### src/rtl/pic_pkg.sv
// Shared types and command codes for the 8259A-compatible interrupt controller.
// Latency: n/a (types and constants only).
// Backpressure: n/a.
package pic_pkg;

    // Initialization command word sequencer
    typedef enum logic [1:0] {
        READY     = 2'd0,
        WAIT_ICW2 = 2'd1,
        WAIT_ICW3 = 2'd2,
        WAIT_ICW4 = 2'd3
    } init_state_t;

    // Two-pulse interrupt acknowledge sequencer
    typedef enum logic [1:0] {
        ACK_IDLE = 2'd0,
        ACK1     = 2'd1,
        ACK2     = 2'd2
    } ack_state_t;

    // OCW2 command field d[7:5]
    localparam logic [2:0] NSEOI = 3'b001;
    localparam logic [2:0] SEOI  = 3'b011;

    // Command-word discriminator d[4:3] for a0=0 writes that are not ICW1
    localparam logic [1:0] OCW2_SEL = 2'b00;
    localparam logic [1:0] OCW3_SEL = 2'b01;

    // OCW3 read-select field d[1:0]
    localparam logic [1:0] RSEL_IRR = 2'b10;
    localparam logic [1:0] RSEL_ISR = 2'b11;

endpackage

### src/rtl/pic_prio_resolver.sv
// Fixed-priority resolver: bit 0 is highest priority, bit 7 lowest.
// Latency: purely combinational.
// Backpressure: none.
// Ports: vec (request bits in), vld (any bit set), idx (index of winning bit).
module pic_prio_resolver (
    input  logic [7:0] vec,
    output logic       vld,
    output logic [2:0] idx
);

    always_comb begin
        vld = |vec;
        idx = 3'd0;
        // Scan from lowest priority upward so the last hit is the winner.
        for (int i = 7; i >= 0; i--) begin
            if (vec[i]) begin
                idx = 3'(i);
            end
        end
    end

endmodule

### src/rtl/pic_8259.sv
// 8259A-compatible PIC, PC/XT subset: single, edge-triggered, 8086 vectors.
// Latency: ir->IRR 3 cycles, IRR/IMR/ISR->int_out 1 cycle, rd_n/inta_n->dout_oe 3 cycles.
// Backpressure: none; bus strobes are sampled through synchronizers, no flow control.
// Ports: clk/rst (sync, active high); cs_n/rd_n/wr_n/a0/din register bus;
//        dout/dout_oe read data or vector; ir[7:0] requests; inta_n acknowledge;
//        int_out interrupt request to the CPU.
module pic_8259
    import pic_pkg::*;
(
    input  logic       clk,
    input  logic       rst,
    input  logic       cs_n,
    input  logic       rd_n,
    input  logic       wr_n,
    input  logic       a0,
    input  logic [7:0] din,
    output logic [7:0] dout,
    output logic       dout_oe,
    input  logic [7:0] ir,
    input  logic       inta_n,
    output logic       int_out
);

    // ---------------- input synchronizers ----------------
    logic [7:0] ir_s1, ir_s2, ir_d;
    logic       inta_s1, inta_s2, inta_d;
    logic       rd_s1, rd_s2;
    logic       wr_s1, wr_s2, wr_d;

    always_ff @(posedge clk) begin
        if (rst) begin
            ir_s1   <= 8'h00;
            ir_s2   <= 8'h00;
            ir_d    <= 8'h00;
            inta_s1 <= 1'b1;
            inta_s2 <= 1'b1;
            inta_d  <= 1'b1;
            rd_s1   <= 1'b1;
            rd_s2   <= 1'b1;
            wr_s1   <= 1'b1;
            wr_s2   <= 1'b1;
            wr_d    <= 1'b1;
        end else begin
            ir_s1   <= ir;
            ir_s2   <= ir_s1;
            ir_d    <= ir_s2;
            inta_s1 <= inta_n;
            inta_s2 <= inta_s1;
            inta_d  <= inta_s2;
            rd_s1   <= rd_n;
            rd_s2   <= rd_s1;
            wr_s1   <= wr_n;
            wr_s2   <= wr_s1;
            wr_d    <= wr_s2;
        end
    end

    logic [7:0] ir_rise;
    logic       inta_fall, inta_rise, wr_rise, rd_act;

    assign ir_rise   = ir_s2 & ~ir_d;
    assign inta_fall = ~inta_s2 & inta_d;
    assign inta_rise = inta_s2 & ~inta_d;
    assign wr_rise   = wr_s2 & ~wr_d;
    assign rd_act    = ~rd_s2 & ~cs_n;

    // ---------------- write capture ----------------
    // wr_pend remembers that this strobe was actually addressed to us, so a
    // wr_n pulse with cs_n high never commits stale data.
    logic       wr_a0, wr_pend;
    logic [7:0] wr_dat;

    always_ff @(posedge clk) begin
        if (rst) begin
            wr_a0   <= 1'b0;
            wr_dat  <= 8'h00;
            wr_pend <= 1'b0;
        end else if (!wr_s2 && !cs_n) begin
            wr_a0   <= a0;
            wr_dat  <= din;
            wr_pend <= 1'b1;
        end else if (wr_rise) begin
            wr_pend <= 1'b0;
        end
    end

    // ---------------- register state ----------------
    logic [7:0] irr, isr, imr;
    logic [4:0] base;
    logic       aeoi, ic4, sngl, rsel_isr, initialized;

    init_state_t init_state, init_nxt;
    ack_state_t  ack_state, ack_nxt;
    logic [2:0]  ack_lvl, lvl_nxt;
    logic        ack_vec, vec_nxt;

    logic       commit, icw1, ready_cmd, ocw1, ocw2, ocw3, icw2_wr, icw4_wr;
    logic       init_done;

    assign commit    = wr_rise & wr_pend;
    assign icw1      = commit & ~wr_a0 & wr_dat[4];
    assign ready_cmd = commit & ~icw1 & (init_state == READY);
    assign ocw1      = ready_cmd & wr_a0;
    assign ocw2      = ready_cmd & ~wr_a0 & (wr_dat[4:3] == OCW2_SEL);
    assign ocw3      = ready_cmd & ~wr_a0 & (wr_dat[4:3] == OCW3_SEL);
    assign icw2_wr   = commit & wr_a0 & (init_state == WAIT_ICW2);
    assign icw4_wr   = commit & wr_a0 & (init_state == WAIT_ICW4);

    // ---------------- priority resolution ----------------
    logic       req_vld, isr_vld;
    logic [2:0] req_idx, isr_idx;

    pic_prio_resolver u_req_prio (
        .vec (irr & ~imr),
        .vld (req_vld),
        .idx (req_idx)
    );

    pic_prio_resolver u_isr_prio (
        .vec (isr),
        .vld (isr_vld),
        .idx (isr_idx)
    );

    // ---------------- init FSM ----------------
    always_ff @(posedge clk) begin
        if (rst) begin
            init_state <= READY;
        end else begin
            init_state <= init_nxt;
        end
    end

    always_comb begin
        init_nxt  = init_state;
        init_done = 1'b0;
        if (icw1) begin
            init_nxt = WAIT_ICW2;
        end else if (commit && wr_a0) begin
            case (init_state)
                WAIT_ICW2: begin
                    if (!sngl) begin
                        init_nxt = WAIT_ICW3;
                    end else if (ic4) begin
                        init_nxt = WAIT_ICW4;
                    end else begin
                        init_nxt  = READY;
                        init_done = 1'b1;
                    end
                end
                WAIT_ICW3: begin
                    if (ic4) begin
                        init_nxt = WAIT_ICW4;
                    end else begin
                        init_nxt  = READY;
                        init_done = 1'b1;
                    end
                end
                WAIT_ICW4: begin
                    init_nxt  = READY;
                    init_done = 1'b1;
                end
                default: init_nxt = init_state;
            endcase
        end
    end

    // ---------------- INTA FSM ----------------
    // ack_vec marks the second pulse's low phase, while the vector is on dout.
    logic ack_take, ack_done;

    always_ff @(posedge clk) begin
        if (rst) begin
            ack_state <= ACK_IDLE;
            ack_lvl   <= 3'd0;
            ack_vec   <= 1'b0;
        end else begin
            ack_state <= ack_nxt;
            ack_lvl   <= lvl_nxt;
            ack_vec   <= vec_nxt;
        end
    end

    always_comb begin
        ack_nxt  = ack_state;
        lvl_nxt  = ack_lvl;
        vec_nxt  = ack_vec;
        ack_take = 1'b0;
        ack_done = 1'b0;
        case (ack_state)
            ACK_IDLE: begin
                if (inta_fall) begin
                    ack_nxt  = ACK1;
                    ack_take = 1'b1;
                    // Nothing pending: report spurious level 7.
                    lvl_nxt  = req_vld ? req_idx : 3'd7;
                end
            end
            ACK1: begin
                if (inta_rise) begin
                    ack_nxt = ACK2;
                end
            end
            ACK2: begin
                if (inta_fall) begin
                    vec_nxt = 1'b1;
                end else if (inta_rise && ack_vec) begin
                    ack_nxt  = ACK_IDLE;
                    vec_nxt  = 1'b0;
                    ack_done = 1'b1;
                end
            end
            default: ack_nxt = ACK_IDLE;
        endcase
    end

    // ---------------- IRR / ISR next state ----------------
    // Ordering encodes the collision rules: clears first, then sets, and a
    // committed ICW1 overrides everything.
    logic [7:0] irr_nxt, isr_nxt;

    always_comb begin
        irr_nxt = irr;
        if (ack_take && req_vld) begin
            irr_nxt[req_idx] = 1'b0;
        end
        irr_nxt = irr_nxt | ir_rise;
        if (icw1) begin
            irr_nxt = 8'h00;
        end
    end

    always_comb begin
        isr_nxt = isr;
        if (ocw2 && wr_dat[7:5] == NSEOI && isr_vld) begin
            isr_nxt[isr_idx] = 1'b0;
        end
        if (ocw2 && wr_dat[7:5] == SEOI) begin
            isr_nxt[wr_dat[2:0]] = 1'b0;
        end
        if (ack_done && aeoi) begin
            isr_nxt[ack_lvl] = 1'b0;
        end
        if (ack_take && req_vld) begin
            isr_nxt[req_idx] = 1'b1;
        end
        if (icw1) begin
            isr_nxt = 8'h00;
        end
    end

    // ---------------- outputs ----------------
    logic       int_nxt, oe_nxt;
    logic [7:0] dout_nxt, rd_data;

    assign rd_data = a0 ? imr : (rsel_isr ? isr : irr);

    always_comb begin
        // int_out is forced low for the whole acknowledge sequence.
        int_nxt  = initialized && (ack_nxt == ACK_IDLE) && req_vld &&
                   (!isr_vld || (req_idx < isr_idx));
        oe_nxt   = vec_nxt | rd_act;
        dout_nxt = 8'h00;
        if (vec_nxt) begin
            dout_nxt = {base, lvl_nxt};
        end else if (rd_act) begin
            dout_nxt = rd_data;
        end
    end

    always_ff @(posedge clk) begin
        if (rst) begin
            irr         <= 8'h00;
            isr         <= 8'h00;
            imr         <= 8'hFF;
            base        <= 5'd0;
            aeoi        <= 1'b0;
            ic4         <= 1'b0;
            sngl        <= 1'b0;
            rsel_isr    <= 1'b0;
            initialized <= 1'b0;
            int_out     <= 1'b0;
            dout        <= 8'h00;
            dout_oe     <= 1'b0;
        end else begin
            irr         <= irr_nxt;
            isr         <= isr_nxt;
            int_out     <= int_nxt;
            dout        <= dout_nxt;
            dout_oe     <= oe_nxt;
            initialized <= initialized | init_done;
            if (icw1) begin
                imr      <= 8'h00;
                ic4      <= wr_dat[0];
                sngl     <= wr_dat[1];
                rsel_isr <= 1'b0;
            end
            if (icw2_wr) begin
                base <= wr_dat[7:3];
            end
            if (icw4_wr) begin
                aeoi <= wr_dat[1];
            end
            if (ocw1) begin
                imr <= wr_dat;
            end
            if (ocw3) begin
                if (wr_dat[1:0] == RSEL_IRR) begin
                    rsel_isr <= 1'b0;
                end else if (wr_dat[1:0] == RSEL_ISR) begin
                    rsel_isr <= 1'b1;
                end
            end
        end
    end

endmodule

### config.mk
export PLATFORM = sky130hd
export DESIGN_NAME = pic_8259
export DESIGN_NICKNAME = d
export VERILOG_FILES = /design/src/rtl/pic_pkg.sv /design/src/rtl/pic_prio_resolver.sv /design/src/rtl/pic_8259.sv
export SDC_FILE = /design/constraint.sdc
export NUM_CORES = 1
export LEC_CHECK = 0
export ABC_CLOCK_PERIOD_IN_PS = 3400
export BUFFER_PORTS_ARGS = -buffer_cell sky130_fd_sc_hd__buf_2
export CORE_AREA = 2 2 83 85
export DETAILED_ROUTE_END_ITERATION = 10
export DIE_AREA = 0 0 85 87
export PLACE_DENSITY = 0.77
export SKIP_LAST_GASP = 1
export SLEW_MARGIN = 15
export SYNTH_ARGS = -nofsm -noshare
export SYNTH_HDL_FRONTEND = slang
export SYNTH_HIERARCHICAL = 1
export SYNTH_SLANG_ARGS = --single-unit
export TNS_END_PERCENT = 1
### constraint.sdc
create_clock -name clk -period 3.4 [get_ports clk]
set_input_delay 0 -clock clk [delete_from_list [all_inputs] [get_ports clk]]
set_output_delay 0 -clock clk [all_outputs]
set_load 0.005 [all_outputs]
# Word-level counts from Yosys, hierarchy flattened
# Index checks and enable logic that the tools add are counted.
[op_classes]
bitwise_logic = 39
reduce_logical = 33
n_eq_ne = 10
muxes = 67
n_lt_le_gt_ge = 9
[op_table]
columns = ["op", "n"]
rows = [
  ["8-bit 2-to-1 mux", 11],
  ["3-bit 2-to-1 mux", 19],
  ["8-bit bitwise AND", 6],
  ["8-bit NOT", 6],
  ["1-bit 2-to-1 mux", 24],
  ["1-bit bitwise AND", 16],
  ["3-bit by 4-bit < comparator with 1-bit output, second input constant", 4],
  ["8-bit OR", 2],
  ["8-bit OR reduction", 2],
  ["1-bit logical AND", 15],
  ["1-bit demux with 3-bit select", 4],
  ["3-bit by 1-bit >= comparator with 1-bit output, second input constant", 4],
  ["2-bit 2-to-1 mux", 6],
  ["2-bit one-hot mux with 3 select lines", 2],
  ["2-bit equality test, second input constant", 5],
  ["2-bit logical NOT", 4],
  ["1-bit NOT", 7],
  ["2-bit by 1-bit equality test with 1-bit output, second input constant", 3],
  ["2-bit nonzero test", 3],
  ["2-bit AND reduction", 2],
  ["4-bit nonzero test", 1],
  ["3-bit by 1-bit equality test with 1-bit output, second input constant", 1],
  ["3-bit by 2-bit equality test with 1-bit output, second input constant", 1],
  ["1-bit logical NOT", 3],
  ["other kinds (6)", 7],
]
[word_totals]
word_cells = 189
ff_bits = 94
out_inout_bits = 10

# Logic depth before layout (Yosys ltp)
[logic_depth]
word_depth = 21
depth_mapped = 8
mapped_depth_nobuf = 8

# By module
# Netlist, hierarchy kept.
[by_module_without_submodules]
columns = ["module", "area_per_inst_um2", "instances", "seq_area_each_um2", "cells_each"]
rows = [
  ["pic_8259", 3783.6, 1, 1881.8, 413],
  ["pic_prio_resolver", 81.3, 2, 0.0, 13],
]

# Worst setup path after synthesis
# OpenSTA, ideal clock, no wires.
[synth_path]
path_type = "register to register"
start = "register irr[6]"
end = "register isr[7]"
setup_time_ns = 0.079
slack_ns = 1.105
required_time_ns = 3.321
path_stages_with_launch = 8
arrival_time_ns = 2.216
synth_period_minus_slack_ns = 2.295
cell_sequence = "dfxtp_1 nor2b_1 o21ai_0 a21boi_0 inv_1 or4_4 nor3b_1 a211oi_2"
[synth_between]
elab_chain_cells = 14
elab_cells_between_ends = 17
[synth_rtl]
columns = ["item", "line", "rtl"]
rows = [
  ["start, declared", "pic_8259.sv:88", "logic [7:0] irr, isr, imr;"],
  ["start signal, assigned", "pic_8259.sv:286", "irr <= irr_nxt;"],
  ["8-bit bitwise AND *", "pic_8259.sv:114", ".vec (irr & ~imr),"],
  ["3-bit 2-to-1 mux * (7 in a row)", "pic_prio_resolver.sv:16", "if (vec[i]) begin"],
  ["named net req_idx[1]", "pic_8259.sv:111", "logic [2:0] req_idx, isr_idx;"],
  ["3-bit by 4-bit < comparator with 1-bit output (not written as such) or 3-bit by 1-bit >= comparator with 1-bit output (tied branches)", "pic_8259.sv:245", "isr_nxt[req_idx] = 1'b1;"],
  ["1-bit logical AND (not written as such)", "pic_8259.sv:245", ""],
  ["1-bit 2-to-1 mux (not written as such)", "pic_8259.sv:245", ""],
  ["1-bit demux with 3-bit select *", "pic_8259.sv:245", ""],
  ["8-bit OR (no line) *", "n/a", ""],
  ["8-bit 2-to-1 mux *", "pic_8259.sv:244", "if (ack_take && req_vld) begin"],
  ["end signal, assigned", "pic_8259.sv:287", "isr <= isr_nxt;"],
  ["end, declared", "pic_8259.sv:88", ""],
]
# Mark *: on every way through the listed nets, which the timed path passes. The rest lies on a longest branch.
# A chain may end at the register's enable or synchronous reset.

# Worst setup path after layout
[layout_path]
start = "register irr[7]"
end = "register isr[7]"
[layout_between]
elab_chain_cells = 15
elab_cells_between_ends = 18
[layout_rtl]
columns = ["item", "line"]
rows = [
  ["8-bit bitwise AND *", "pic_8259.sv:114"],
  ["3-bit 2-to-1 mux * (8 in a row)", "pic_prio_resolver.sv:16"],
  ["named net req_idx[0]", "pic_8259.sv:111"],
  ["3-bit by 4-bit < comparator with 1-bit output (not written as such) or 3-bit by 1-bit >= comparator with 1-bit output (tied branches)", "pic_8259.sv:245"],
  ["1-bit logical AND (not written as such)", "pic_8259.sv:245"],
  ["1-bit 2-to-1 mux (not written as such)", "pic_8259.sv:245"],
  ["1-bit demux with 3-bit select *", "pic_8259.sv:245"],
  ["8-bit OR (no line) *", "n/a"],
  ["8-bit 2-to-1 mux *", "pic_8259.sv:244"],
]
# Marked as above.

==> results.json <==
{
  "outcome": "completed",
  "hold_violations": 0,
  "regArea_um2": 1882,
  "die_width_um": 85,
  "total_power_w": 0.001975,
  "path_cells": "nor2b_1 -> a21oi_1 -> o41ai_1 -> nand2_1 -> or4_4 -> nor3b_1 -> a211oi_2",
  "endpoint": "isr[7]",
  "routed_wl_um": 10160,
  "netlist_top_cells_count": "94 x dfxtp_1, 42 x a21oi_1, 42 x nor2b_1",
  "cap_viol_max_count": 0,
  "synth_area_leaders": "dfxtp_1 48%, nor2b_1 6.7%, a21oi_1 5.3%",
  "cts_sinks": 94,
  "required_ns": 3.68,
  "dp_hpwl_um": 6844,
  "clockBufferDepth": 2,
  "holdCritPathClass": "in -> reg",
  "crit_path_start_kind": "flip-flop",
  "synth-edff-count": 0,
  "io_buffer_count": 32,
  "crit_family": "compound AO/OA/AOI/OAI gates",
  "netlist_instances": 439,
  "cts_tree": "yes",
  "yosysSeqAreaShare_pct": 47.69,
  "path_depth": 7,
  "worst_path_max_delay_cell": "o41ai_1",
  "tns_ns": 0,
  "grt_pass1_vias": 3189,
  "place_area_um2": 4150,
  "rows": 30,
  "r2r_end": "isr[7]",
  "clk_pin_slew_ns": 0.10,
  "crit_path_start": "irr[7]",
  "reg2reg_depth": 7,
  "route.vias.total": 3416,
  "initial_core_util_pct": 60.08,
  "crit_type": "reg -> reg",
  "grt_overflow_total": 0,
  "coreArea_um2": 6569,
  "firstDrtPassIters": 5,
  "relSlewSlack_pct": 30.20,
  "end_kind": "flip-flop",
  "crit_path_max_fanout": 6,
  "ys.flop_type": "dfxtp_1",
  "hold_slack_ns": 0.03751,
  "synth_top_cell_by_area": "dfxtp_1",
  "vdd_drop_max_uv": 341.8,
  "yosys_warnings": 6,
  "gr-usage-all-layers_pct": 28.70,
  "utilization_pct": 69.10,
  "final_area_um2": 4539,
  "detail_route.wl_per_cell_um": 17.85,
  "multi_input_area_um2": 1911,
  "synth_top_area_share_pct": 47.69,
  "htree_levels": 3,
  "power_per_cell_area_nw_per_um2": 435.0,
  "drv_slew": 0,
  "synthArstFlopShare_pct": 0,
  "pin_count": 33,
  "fmax_ghz": 0.3821,
  "root_buffer": "clkbuf_8",
  "drc_errors": 0,
  "cp_data_arrival_time_ns": 2.89,
  "dieArea_um2": 7395,
  "synth_nets": 464,
  "leakagePower_nw": 1.656,
  "crit_buf_inv": 0,
  "drive_gt1_share_pct": 14.72,
  "cts_resized": 0,
  "antenna_found_initial": 0,
  "drt_iter0_drc": 267,
  "gp_congestion": 0.9068,
  "synth_seq_cells": 94,
  "r2r_slack_ns": 0.78,
  "critical-path-max-stage-delay_ns": 0.84,
  "setup_viol": 0,
  "min_period_ns": 2.617,
  "nets": 509,
  "syn_area_um2": 3946,
  "clock_latency_ns": 0.37,
  "fill_cells": 518,
  "fin_skew_ns": 0.01278,
  "worst_slew_pin_slew_ns": 1.033,
  "grt_pass1_wl_um": 16290,
  "synth.most_common_cell": "dfxtp_1",
  "rsz0062_at_grt": "false",
  "cts_buffers": 9,
  "vias_per_cell": 6.004,
  "synth_area_per_cell_um2": 8.989,
  "cts_setup_buffers": 0,
  "die_y_um": 87,
  "postRouteAntennaNets": 0,
  "antenna_cells": 0,
  "ys_types": 54,
  "syn_to_final_growth_pct": 15.03,
  "finalCritPeriodShare_pct": 76.97,
  "grt_max_degree": 41,
  "reg2reg_from": "irr[7]"
}
-- per-stage QoR --
step,setup slack (ns),std cells
floorplan,1.105,439
global placement,1.053,533
detailed placement,0.9143,533
CTS,0.8578,569
global route,0.6424,569
finish,0.7831,569
-- cells by family after synthesis --
family                   after synthesis  share of synthesized area [%]
AND/OR/NAND/NOR                      182                          26.38
AO/OA/AOI/OAI                        108                          17.85
flip-flops                            94                          47.69
buffers and inverters                 39                          3.900
multiplexers                          13                          3.297
adder cells (fa/ha/maj)                3                         0.8877
-- layout by cell type (no fill, tap or decap), types with 3 or more instances in the layout --
cell type / Yosys / layout
and3b_1: 5 / 5
or2_2: 11 / 11
mux2i_1: 13 / 13
o21ai_1: 3 / 3
o221ai_1: 3 / 3
a32oi_1: 3 / 3
dlygate4sd3_1: 0 / 20
nand2b_1: 8 / 8
clkbuf_8: 0 / 9
nand4_1: 8 / 8
and4b_1: 3 / 3
o2bb2ai_1: 5 / 5
nor2_1: 34 / 34
o31ai_1: 5 / 5
a21oi_1: 42 / 42
a21o_1: 3 / 3
nand3_1: 12 / 12
inv_1: 15 / 15
nor2b_1: 42 / 42
dfxtp_1: 94 / 94
buf_2: 0 / 32
a221o_1: 8 / 8
a31oi_1: 5 / 5
nand2_1: 33 / 33
nand3b_1: 4 / 4
nor3b_1: 5 / 5
o21ai_0: 10 / 10
o22ai_1: 6 / 6
buf_4: 0 / 5
-- power by group --
group	internal (W)	leakage, nW	switching [W]
registers	0.00113	0.765	0.0000191
logic	0.0000557	0.796	0.0000531
clock network	0.000284	0.0943	0.000435
-- worst reg2reg max path: stages, from the launching register on --
cell and delay [ns]:
dfxtp_1 0.37, nor2b_1 0.26, a21oi_1 0.10, o41ai_1 0.84
nand2_1 0.15, or4_4 0.47, nor3b_1 0.16, a211oi_2 0.18
-- what timing repair did --
action | 4_1_cts | 5_1_grt
setup endpoints to repair | 0 | 0
hold buffers | 20 | 0
hold endpoints to repair | 20 | 0
-- per-layer routing --
metal	vias to the layer above	GRT usage (%)	share of wire, %
met3	19	3.886	5.5
met1	1617	38.17	44
met5	-	0	0
met4	0	12.70	2.5
met2	127	46.88	48
li1	1653	-	-
-- how the worst min path moves through the flow --
stage | start | endpoint | slack (ns) | depth (start not counted)
finish | a0 | wr_a0 | 0.04 | 3
global route | a0 | wr_a0 | 0.04 | 3
CTS | a0 | wr_a0 | 0.02 | 3
detailed placement | inta_n | inta_s1 | 0.19 | 2
global placement | rd_n | rd_s1 | 0.18 | 2
floorplan | inta_n | inta_s1 | 0.10 | 1
-- sequential cells by signal (all words and copies together) (netlist names), 2 cells and up --
name,count
ir_d,8
imr,8
ir_s1,8
ack_state,2
wr_dat,8
base,5
ack_lvl,3
init_state,2
dout,8
ir_s2,8
isr,8
irr,8
-- layout make-up --
class                      count  area share [%]
multi-input combinational    306           42.09
sequential                    94           41.46
timing repair buffer          57           8.765
clock buffer                   9           2.729
tap                           80           2.205
clock inverter                 7           1.433
inverter                      16           1.323
No activity file was read; power rests on OpenSTA's default activity.
